$ cat src/rtl/i2c_master_monitor_core.sv
// i2c_master_monitor_core
//   Passive I2C bus monitor. Synchronises the raw SCL/SDA lines, detects
//   START / repeated START / STOP, deserialises address and data bytes
//   (including the ACK bit) and queues one event per bus occurrence in a
//   small FIFO read through a valid/ready port.
//
// Optional feature macro: I2C_MASTER_MONITOR_GLITCH_FILTER_EN
//   When defined, each synchronised line passes through a stability filter
//   (FILT_CYCLES consecutive cycles) before edge detection.
//
// Ports
//   pclk          single clock, rising edge
//   areset        synchronous active-low reset
//   scl_i, sda_i  raw bus lines (asynchronous to pclk)
//   enable        monitor enable; 0 forces IDLE and suppresses new events
//   evt_valid/evt_ready  event handshake; evt_type/evt_data/evt_ack = head
//                 entry (type 0 START, 1 RSTART, 2 ADDR, 3 DATA, 4 STOP)
//   fifo_level    occupied FIFO entries
//   overflow      sticky drop flag, cleared by clr_overflow (set wins)
//   bus_busy      1 while between START and STOP
//   dbg_state     FSM state (0 IDLE, 1 ADDR, 2 DATA)
//
// Handshake: an entry transfers on a rising pclk edge where evt_valid and
// evt_ready are both 1; while evt_valid=1 and evt_ready=0 the head outputs
// hold; evt_valid never depends on evt_ready.
module i2c_master_monitor_core #(
  parameter int FIFO_DEPTH  = 8,
  parameter int SYNC_STAGES = 2,
  parameter int FILT_CYCLES = 3
) (
  input  logic                        pclk,
  input  logic                        areset,
  input  logic                        scl_i,
  input  logic                        sda_i,
  input  logic                        enable,
  output logic                        evt_valid,
  input  logic                        evt_ready,
  output logic [2:0]                  evt_type,
  output logic [7:0]                  evt_data,
  output logic                        evt_ack,
  output logic [$clog2(FIFO_DEPTH):0] fifo_level,
  output logic                        overflow,
  input  logic                        clr_overflow,
  output logic                        bus_busy,
  output logic [1:0]                  dbg_state
);
  localparam int              AW       = $clog2(FIFO_DEPTH);
  localparam logic [AW:0]     FULL_LVL = (AW+1)'(FIFO_DEPTH);
  localparam logic [AW:0]     LVL_ONE  = (AW+1)'(1);
  localparam logic [AW-1:0]   PTR_ONE  = AW'(1);
  localparam logic [2:0] EV_START = 3'd0, EV_RSTART = 3'd1, EV_ADDR = 3'd2,
                         EV_DATA  = 3'd3, EV_STOP   = 3'd4;

  typedef enum logic [1:0] {S_IDLE = 2'd0, S_ADDR = 2'd1, S_DATA = 2'd2} state_t;

  // ---------------- synchroniser ----------------
  logic [SYNC_STAGES-1:0] scl_sync_q, scl_sync_d, sda_sync_q, sda_sync_d;
  logic scl_s, sda_s;
  assign scl_sync_d = {scl_sync_q[SYNC_STAGES-2:0], scl_i};
  assign sda_sync_d = {sda_sync_q[SYNC_STAGES-2:0], sda_i};

`ifdef I2C_MASTER_MONITOR_GLITCH_FILTER_EN
  localparam int FW = (FILT_CYCLES > 1) ? $clog2(FILT_CYCLES) : 1;
  logic          scl_f_q, scl_f_d, sda_f_q, sda_f_d;
  logic [FW-1:0] scl_fc_q, scl_fc_d, sda_fc_q, sda_fc_d;

  // Output follows the input only once it has differed for FILT_CYCLES cycles.
  always_comb begin
    scl_f_d  = scl_f_q;
    scl_fc_d = '0;
    if (scl_sync_q[SYNC_STAGES-1] != scl_f_q) begin
      if (scl_fc_q == FW'(FILT_CYCLES-1)) scl_f_d  = scl_sync_q[SYNC_STAGES-1];
      else                                scl_fc_d = scl_fc_q + FW'(1);
    end
    sda_f_d  = sda_f_q;
    sda_fc_d = '0;
    if (sda_sync_q[SYNC_STAGES-1] != sda_f_q) begin
      if (sda_fc_q == FW'(FILT_CYCLES-1)) sda_f_d  = sda_sync_q[SYNC_STAGES-1];
      else                                sda_fc_d = sda_fc_q + FW'(1);
    end
  end

  always_ff @(posedge pclk) begin
    if (!areset) begin
      scl_f_q <= 1'b1; sda_f_q <= 1'b1; scl_fc_q <= '0; sda_fc_q <= '0;
    end else begin
      scl_f_q <= scl_f_d; sda_f_q <= sda_f_d; scl_fc_q <= scl_fc_d; sda_fc_q <= sda_fc_d;
    end
  end
  assign scl_s = scl_f_q;
  assign sda_s = sda_f_q;
`else
  logic filt_unused;
  assign filt_unused = (FILT_CYCLES != 0);
  assign scl_s = scl_sync_q[SYNC_STAGES-1];
  assign sda_s = sda_sync_q[SYNC_STAGES-1];
`endif

  // ---------------- edge detection ----------------
  logic scl_p_q, sda_p_q;
  logic scl_rise, start_det, stop_det;
  assign scl_rise  = scl_s & ~scl_p_q;
  assign start_det = enable & scl_s & scl_p_q &  sda_p_q & ~sda_s;
  assign stop_det  = enable & scl_s & scl_p_q & ~sda_p_q &  sda_s;

  // ---------------- FSM ----------------
  state_t state_q, state_d;
  logic [3:0] cnt_q, cnt_d;
  // Counter value before the current SCL-high phase began. A STOP is always
  // preceded by an SCL rise that is not a data bit, so STOP reports this.
  logic [3:0] stop_cnt_q, stop_cnt_d;
  logic [7:0] shreg_q, shreg_d;
  logic       pend_valid_q, pend_valid_d, pend_ack_q, pend_ack_d;
  logic [2:0] pend_type_q, pend_type_d;
  logic [7:0] pend_data_q, pend_data_d;

  always_comb begin
    state_d = state_q;
    if (!enable) state_d = S_IDLE;
    else begin
      case (state_q)
        S_IDLE:  if (start_det) state_d = S_ADDR;
        S_ADDR: begin
          if (start_det)                      state_d = S_ADDR;
          else if (stop_det)                  state_d = S_IDLE;
          else if (scl_rise && cnt_q == 4'd8) state_d = S_DATA;
        end
        S_DATA: begin
          if (start_det)     state_d = S_ADDR;
          else if (stop_det) state_d = S_IDLE;
        end
        default: state_d = S_IDLE;
      endcase
    end
  end

  always_comb begin
    bus_busy  = (state_q != S_IDLE);
    dbg_state = state_q;
  end

  // Bit deserialiser and event generation.
  always_comb begin
    cnt_d = cnt_q; stop_cnt_d = stop_cnt_q; shreg_d = shreg_q;
    pend_valid_d = 1'b0; pend_type_d = 3'd0; pend_data_d = 8'd0; pend_ack_d = 1'b0;
    if (!enable) begin
      cnt_d = 4'd0; stop_cnt_d = 4'd0;
    end else if (start_det) begin
      pend_valid_d = 1'b1;
      pend_type_d  = (state_q == S_IDLE) ? EV_START : EV_RSTART;
      cnt_d = 4'd0; stop_cnt_d = 4'd0;
    end else if (state_q != S_IDLE) begin
      if (stop_det) begin
        pend_valid_d = 1'b1;
        pend_type_d  = EV_STOP;
        pend_data_d  = {4'b0, stop_cnt_q};
        cnt_d = 4'd0; stop_cnt_d = 4'd0;
      end else if (scl_rise) begin
        if (cnt_q == 4'd8) begin
          pend_valid_d = 1'b1;
          pend_type_d  = (state_q == S_ADDR) ? EV_ADDR : EV_DATA;
          pend_data_d  = shreg_q;
          pend_ack_d   = ~sda_s;
          cnt_d = 4'd0; stop_cnt_d = 4'd0;
        end else begin
          shreg_d    = {shreg_q[6:0], sda_s};
          stop_cnt_d = cnt_q;
          cnt_d      = cnt_q + 4'd1;
        end
      end
    end
  end

  // ---------------- event FIFO ----------------
  logic [11:0]   mem_q [FIFO_DEPTH];
  logic [AW-1:0] wr_ptr_q, wr_ptr_d, rd_ptr_q, rd_ptr_d;
  logic [AW:0]   count_q, count_d;
  logic          overflow_q, overflow_d;
  logic          fifo_pop, fifo_full, fifo_wr;
  logic [11:0]   head;

  assign evt_valid = (count_q != '0);
  assign fifo_pop  = evt_valid & evt_ready;
  assign fifo_full = (count_q == FULL_LVL);
  assign fifo_wr   = pend_valid_q & (~fifo_full | fifo_pop);

  always_comb begin
    wr_ptr_d = fifo_wr  ? wr_ptr_q + PTR_ONE : wr_ptr_q;
    rd_ptr_d = fifo_pop ? rd_ptr_q + PTR_ONE : rd_ptr_q;
    count_d  = count_q;
    if (fifo_wr && !fifo_pop)      count_d = count_q + LVL_ONE;
    else if (!fifo_wr && fifo_pop) count_d = count_q - LVL_ONE;
    overflow_d = overflow_q;
    if (pend_valid_q && fifo_full && !fifo_pop) overflow_d = 1'b1;
    else if (clr_overflow)                      overflow_d = 1'b0;
  end

  always_ff @(posedge pclk) begin
    if (areset && fifo_wr) mem_q[wr_ptr_q] <= {pend_type_q, pend_data_q, pend_ack_q};
  end

  assign head       = mem_q[rd_ptr_q];
  assign evt_type   = evt_valid ? head[11:9] : 3'd0;
  assign evt_data   = evt_valid ? head[8:1]  : 8'd0;
  assign evt_ack    = evt_valid ? head[0]    : 1'b0;
  assign fifo_level = count_q;
  assign overflow   = overflow_q;

  always_ff @(posedge pclk) begin
    if (!areset) begin
      scl_sync_q <= '1; sda_sync_q <= '1; scl_p_q <= 1'b1; sda_p_q <= 1'b1;
      state_q <= S_IDLE; cnt_q <= 4'd0; stop_cnt_q <= 4'd0; shreg_q <= 8'd0;
      pend_valid_q <= 1'b0; pend_type_q <= 3'd0; pend_data_q <= 8'd0; pend_ack_q <= 1'b0;
      wr_ptr_q <= '0; rd_ptr_q <= '0; count_q <= '0; overflow_q <= 1'b0;
    end else begin
      scl_sync_q <= scl_sync_d; sda_sync_q <= sda_sync_d; scl_p_q <= scl_s; sda_p_q <= sda_s;
      state_q <= state_d; cnt_q <= cnt_d; stop_cnt_q <= stop_cnt_d; shreg_q <= shreg_d;
      pend_valid_q <= pend_valid_d; pend_type_q <= pend_type_d;
      pend_data_q <= pend_data_d; pend_ack_q <= pend_ack_d;
      wr_ptr_q <= wr_ptr_d; rd_ptr_q <= rd_ptr_d; count_q <= count_d; overflow_q <= overflow_d;
    end
  end
endmodule

$ cat config.mk
export PLATFORM = sky130hd
export DESIGN_NAME = i2c_master_monitor_core
export DESIGN_NICKNAME = d
export VERILOG_FILES = /design/src/rtl/i2c_master_monitor_core.sv
export SDC_FILE = /design/constraint.sdc
export NUM_CORES = 1
export LEC_CHECK = 0
export ABC_CLOCK_PERIOD_IN_PS = 3900
export CORE_ASPECT_RATIO = 0.9
export CORE_UTILIZATION = 50
export DETAILED_ROUTE_END_ITERATION = 8
export GPL_TIMING_DRIVEN = 0
export PLACE_DENSITY = 0.68
export SYNTH_ARGS = -nofsm -noshare
export SYNTH_HDL_FRONTEND = slang
export SYNTH_SLANG_ARGS = --single-unit
$ cat constraint.sdc
create_clock -name pclk -period 3.9 [get_ports pclk]
set_input_delay 0.78 -clock pclk [delete_from_list [all_inputs] [get_ports pclk]]
set_output_delay 0.78 -clock pclk [all_outputs]
set_load 0.02 [all_outputs]
==> metrics, run 1 <==
synth top area cells edfxtp_1 50%, dfxtp_1 18%, mux4_2 9.4%, mux2i_1 4.0%, ha_1 1.5%; syn_area_per_cell 15.70 um2; Worst R2R End fifo_level[3]; die height 104.0 um; R2R setup slack 1.27 ns; area leader, netlist edfxtp_1; Slew headroom 36.81%; Detailed Routing Iterations Pass 1 4; Reg clk slew, reported paths 0.06 ns; CP Capture Type output pin; clock latency at the later pin of the worst-skew pair 0.41 ns; Starting Density 52.35%; Final Slew Violations 0; syn_nets 383; antenna violations before repair 0; input/output buffers 26; Total GRT Usage 19.89%; Power per Cell Area 625.7 nW/um2; CTS H-tree lvls 4; status complete, no violations; num rows 36; Worst setup SP type flip-flop; Synth top cells by count 96 x edfxtp_1, 51 x dfxtp_1, 24 x mux4_2, 23 x mux2i_1, 22 x nand2_1; Final period util 87.44%; CP peak stage delay 0.57 ns; I/O pins 28; switch share 27.02%; CTS root buf clkbuf_16; Worst Hold Class reg -> reg; Ys Warns 0; # DRC 0; Worst Hold End scl_sync_q[1]; antenna-violating nets left 0; clock share of power 39.2%; WHS Path Cells 1; Post-synth ARST share 0%; final setup violating endpoints 0; WL/cell 18.19 um; Worst Max-Slew Pin Slew 0.9479 ns; Via Count 3129; clock tree from TritonCTS yes; largest net degree at the start of global routing 17; Yosys reg bits 147; sequential share of the synthesized area 67.58%; RePlAce Congestion 0.8120; placed cell areas 6349 um2; Num CTS Buffers 17; Worst EP required 3.12 ns; setup_tns 0 ns; DP Worst Slack 0.5966 ns; Setup CP Type reg -> out; Vias/cell 5.330; design area 6979 um2; # hold bufs at CTS 0; Sequential Power Share 39.2%; Mapped Cells 368; ANT cells 0; worst r2r path cells 10; share of the synthesized area in the top cell type 49.90%; ys flop type edfxtp_1; Hold Vio Cnt, Final 0; CTS Buffer Depth 2; Comb power frac 21.6%; slowest CP cell clkdlybuf4s50_1; number of synthesized flops with an enable pin 96; crit-path cells or3_4, nor2_4, clkbuf_1, nor2_1, clkdlybuf4s50_1; WL final 10680 um; post-route setup slack 0.4899 ns; post-cts gate resize count 0; Power Internal 3.187 mW; number of global-route vias before repair 3198; proportion of layout cells with a drive suffix above 1 21.15%; final worst path period need 3.410 ns; total gr overflow 0; static leakage 2.336 nW; Post-layout nets 437; die extent in x 115.3 um; Final HPWL DP 7005 um; hold_sp scl_sync_q[0]; max cap viols 0; distinct cell type count after synthesis 48; CORE AREA 11040 um2; CTS sink cnt 147; Iter 0 DRT Violations 187; maximum vdd drop 313.6 uV; Final Non-Filler Cells 587; Die ar. 11990 um2; Tot Pwr 4.367 mW; setup bufs post-CTS 0; Max Fclk 293.2 MHz; global-route wire length before repair 17100 um; NetSw 1.180 mW; Placed Instances 555; Worst R2R Start fifo_level[0]; Worst EP arrival 2.63 ns; area growth from synthesis to layout 20.81%; RSZ-0062 raised after global routing false; CP max FO 10; most common cell in the netlist edfxtp_1; cell area after synthesis 5777 um2; worst clock skew 0.005288 ns
[state kept, by name, summed over array words and instances (netlist names), 3 cells and up, named ones only]
signal	flops
mem_q	96
pend_data_q	8
shreg_q	8
cnt_q	4
fifo_level	4
stop_cnt_q	4
pend_type_q	3
rd_ptr_q	3
wr_ptr_q	3
[area by class of cell]
type | count | area (um2)
Clock inverter | 15 | 205.2
Clock buffer | 17 | 425.4
Multi-Input combinational cell | 199 | 1807
Sequential cell | 147 | 3904
Tap cell | 152 | 190.2
Inverter | 8 | 30.03
Buffer | 14 | 75.07
Timing Repair Buffer | 35 | 342.8
Fill cell | 815 | 4056
[per-layer routing]
metal,wire length (um),up-vias,track usage (%)
li1,-,1499,-
met1,4745,1546,27.14
met2,5266,72,30.92
met3,539,12,5.420
met4,129,0,6.308
met5,0,-,0
[through the flow]
stage	hold WS, ns	util, %
CTS	0.4128	63.24
detailed placement	0.3995	57.53
finish	0.4079	63.24
global placement	0.3928	56.43
floorplan	0.3863	-
global route	0.4298	63.24
[worst max-delay path by stage]
stage	startpoint	end	slack [ns]	depth (start not counted)
final	fifo_level[0]	evt_data[3]	0.49	5
after global routing	flip-flop	evt_data[2]	0.37	6
after CTS	fifo_level[0]	evt_data[3]	0.43	5
after detailed placement	evt_ready	mem_q[2][6]	0.60	8
after global placement	evt_ready	mem_q[2][5]	-1.06	6
after floorplan	evt_ready	mem_q[2][0]	0.87	5
[worst max-delay path: cells and delay by family (launching register included)]
kind | cells | cell delay, ns
buf+inv | 2 | 1.09
simple gates | 3 | 0.78
flops | 1 | 0.36
[cell usage in the layout, fill, tap and decap left out, drive strengths merged, types with 2 or more instances in the layout]
cell type,netlist,routed
a211oi,2,2
a21boi,2,2
a21oi,10,10
a22o,4,4
and2,11,11
and4b,2,2
buf,9,18
bufinv,0,4
clkbuf,5,22
clkdlybuf4s50,0,26
clkinv,0,7
dfxtp,51,51
edfxtp,96,96
ha,7,7
inv,8,11
mux2i,23,23
mux4,24,24
nand2,23,23
nand2b,9,9
nand3,11,11
nand3b,5,5
nor2,23,23
nor2b,10,10
nor3,5,5
nor4,3,3
o21a,2,2
o21ai,3,3
xnor2,6,6
[kinds of logic (layout without fill, tap and decap cells)]
logic type	count (synthesis)	in the layout	share of synthesized area (%)
mux	47	47	13.34
compound gates	29	29	3.855
fa+ha+maj	8	8	1.863
flops	147	147	67.58
simple gates	109	109	10.63
buf+inv	22	89	1.819
xor+xnor	6	6	0.9097
[power by group through the flow]
stage | registers [mW] | clock network (mW) | logic [mW]
final | 1.71 | 1.71 | 0.942
after global routing | 1.72 | 1.80 | 1.02
after CTS | 1.71 | 1.74 | 0.957
after detailed placement | 1.75 | 0 | 0.953
after global placement | 1.74 | 0 | 0.950
after floorplan | 1.76 | 0 | 0.578
Note: power is estimated with default switching activity, not from simulation.
==> run 2, diff against run 1 <==
--- a/config.mk
+++ b/config.mk
@@ -5,12 +5,13 @@
 export SDC_FILE = /design/constraint.sdc
 export NUM_CORES = 1
 export LEC_CHECK = 0
-export ABC_CLOCK_PERIOD_IN_PS = 3900
+export CELL_PAD_IN_SITES_DETAIL_PLACEMENT = 0
+export CELL_PAD_IN_SITES_GLOBAL_PLACEMENT = 1
 export CORE_ASPECT_RATIO = 0.9
 export CORE_UTILIZATION = 50
 export DETAILED_ROUTE_END_ITERATION = 8
 export GPL_TIMING_DRIVEN = 0
-export PLACE_DENSITY = 0.68
+export PLACE_DENSITY_LB_ADDON = 0.1
 export SYNTH_ARGS = -nofsm -noshare
 export SYNTH_HDL_FRONTEND = slang
 export SYNTH_SLANG_ARGS = --single-unit
==> constraint.sdc (replaced) <==
create_clock -name pclk -period 4.2 [get_ports pclk]
set_input_delay 0.84 -clock pclk [delete_from_list [all_inputs] [get_ports pclk]]
set_output_delay 0.84 -clock pclk [all_outputs]
set_load 0.02 [all_outputs]
==> run 2 against run 1 <==
Net effect: flip-flop and latch count did not move; critical path depth did not move; clock-buffer cell count did not move; critical path type unchanged.
==> metrics, run 2 (synthesis gave the netlist of run 1 again) <==
Multi-input gate area 1804 um2; Worst Hold Class reg -> reg; sum of buffers and inverters on the critical path 2; design area 6979 um2; crit-path cells or3_4, nor2_4, clkbuf_1, nor2_1, clkdlybuf4s50_1; Post-layout nets 437; commonest non-fill, non-tap cells in the layout 96 x edfxtp_1, 51 x dfxtp_1, 26 x clkdlybuf4s50_1; WHS Path Cells 1; final setup violating endpoints 0; Crit path max-delay family buffers and inverters; clock tree from TritonCTS yes; Worst R2R End fifo_level[3]; status complete, no violations; RSZ-0062 raised after global routing false; gr busiest metal met2; CP peak stage delay 0.58 ns; largest registers mem_q (96), pend_data_q (8), shreg_q (8); I/O pins 28; Iter 0 DRT Violations 198; final worst path period need 3.540 ns; hold_sp sda_sync_q[0]; die extent in x 115.3 um; worst hold slack 0.4129 ns; setup_tns 0 ns; Seq. cell area 3904 um2; Worst R2R Start fifo_level[0]; maximum vdd drop 281.9 uV; most common cell after layout, fill and taps aside edfxtp_1; proportion of layout cells with a drive suffix above 1 21.15%; Reg clk slew, reported paths 0.06 ns; static leakage 2.343 nW; Worst Hold End sda_sync_q[1]; CP Capture Type output pin; slowest CP cell clkdlybuf4s50_1; Worst Max-Slew Pin Slew 1.274 ns; die height 104.0 um; GR Layer Usage met1 26.39%; Final Slew Violations 0; num rows 36; RePlAce Congestion 0.7142; Final HPWL DP 7153 um; Vias/cell 5.337; global-route met3 utilization 5.012%; Num CTS Buffers 17; ANT cells 0; global-route met2 utilization 30.80%; Power per Cell Area 581.2 nW/um2; CP max FO 10; Die ar. 11990 um2; setup bufs post-CTS 0; global-route wire length before repair 16990 um; Detailed Routing Iterations Pass 1 4; Slew headroom 14.78%; Max Fclk 282.5 MHz; # DRC 0; Worst EP arrival 2.70 ns; max FFs per register 96; Starting Density 52.35%; Fillers 849; antenna-violating nets left 0; area growth from synthesis to layout 20.81%; WL final 10690 um; WL/cell 18.21 um; antenna violations before repair 0; # hold bufs at CTS 0; Worst setup SP type flip-flop; number of global-route vias before repair 3114; R2R setup slack 1.48 ns; Total GRT Usage 19.75%; CTS root buf clkbuf_16; CTS Buffer Depth 2; CORE AREA 11040 um2; max cap viols 0; placed cell areas 6344 um2; total gr overflow 0; Hold Vio Cnt, Final 0; Final period util 84.29%; post-cts gate resize count 0; input/output buffers 26; Via Count 3133; Worst EP required 3.36 ns; Setup CP Type reg -> out; largest reg by FF count mem_q; clock latency at the later pin of the worst-skew pair 0.41 ns; CTS sink cnt 147; worst r2r path cells 10; worst clock skew 0.005048 ns; largest net degree at the start of global routing 17; CTS H-tree lvls 4
run 2: cell count changes in the layout (fill, tap and decap cells not counted):
cell	previous run	this run
inv_6	2	1
clkinv_1	1	0
nor2_1	18	19
nor2_2	4	3
clkinvlp_4	1	3
run 2: cell type report:
class | instances | share of cell area (%)
Sequential cell | 147 | 55.93
Multi-Input combinational cell | 199 | 25.85
Clock buffer | 17 | 6.095
Timing Repair Buffer | 35 | 4.912
Clock inverter | 15 | 2.976
Tap cell | 152 | 2.725
Buffer | 14 | 1.076
Inverter | 8 | 0.4303
run 2: power by group:
| group | leakage, nW | switching, mW | internal (mW) |
|---|---|---|---|
| combinational | 0.763 | 0.475 | 0.404 |
| sequential | 1.28 | 0.0371 | 1.55 |
| clock | 0.301 | 0.586 | 1.00 |
| total | 2.34 | 1.10 | 2.96 |
run 2: per-stage QoR:
stage | setup WS [ns] | total power [mW] | util [%] | cells
finish | 0.6597 | 4.057 | 63.24 | 587
global route | 0.5581 | 4.219 | 63.24 | 587
CTS | 0.6509 | 4.100 | 63.22 | 587
detailed placement | 0.6577 | 2.513 | 57.48 | 555
global placement | -0.6056 | 2.504 | 56.43 | 546
floorplan | 1.110 | 2.175 | - | 368
run 2: worst max-delay path by stage:
stage / start / to / slack, ns / cells after the start
after detailed placement: evt_ready / mem_q[7][7] / 0.66 / 6
final: fifo_level[0] / evt_data[0] / 0.66 / 5
after CTS: fifo_level[0] / evt_data[0] / 0.65 / 5
after floorplan: evt_ready / mem_q[2][0] / 1.11 / 5
after global placement: evt_ready / mem_q[2][7] / -0.61 / 6
after global routing: fifo_level[0] / evt_data[0] / 0.56 / 5
run 2: worst register-to-register path, cell delays in order (launching register included):
cell      delay (ns)
dfxtp_1         0.37
or3_4           0.45
o21ai_4         0.30
inv_1           0.15
ha_1            0.22
inv_1           0.13
ha_1            0.29
a21oi_1         0.22
a211oi_1        0.10
a31oi_1         0.22
mux2i_1         0.20
run 2: per-layer routing:
| metal | vias up | part of all wire (%) |
|---|---|---|
| li1 | 1495 | - |
| met1 | 1564 | 46 |
| met2 | 57 | 49 |
| met3 | 17 | 4.2 |
| met4 | 0 | 1.6 |
| met5 | - | 0 |
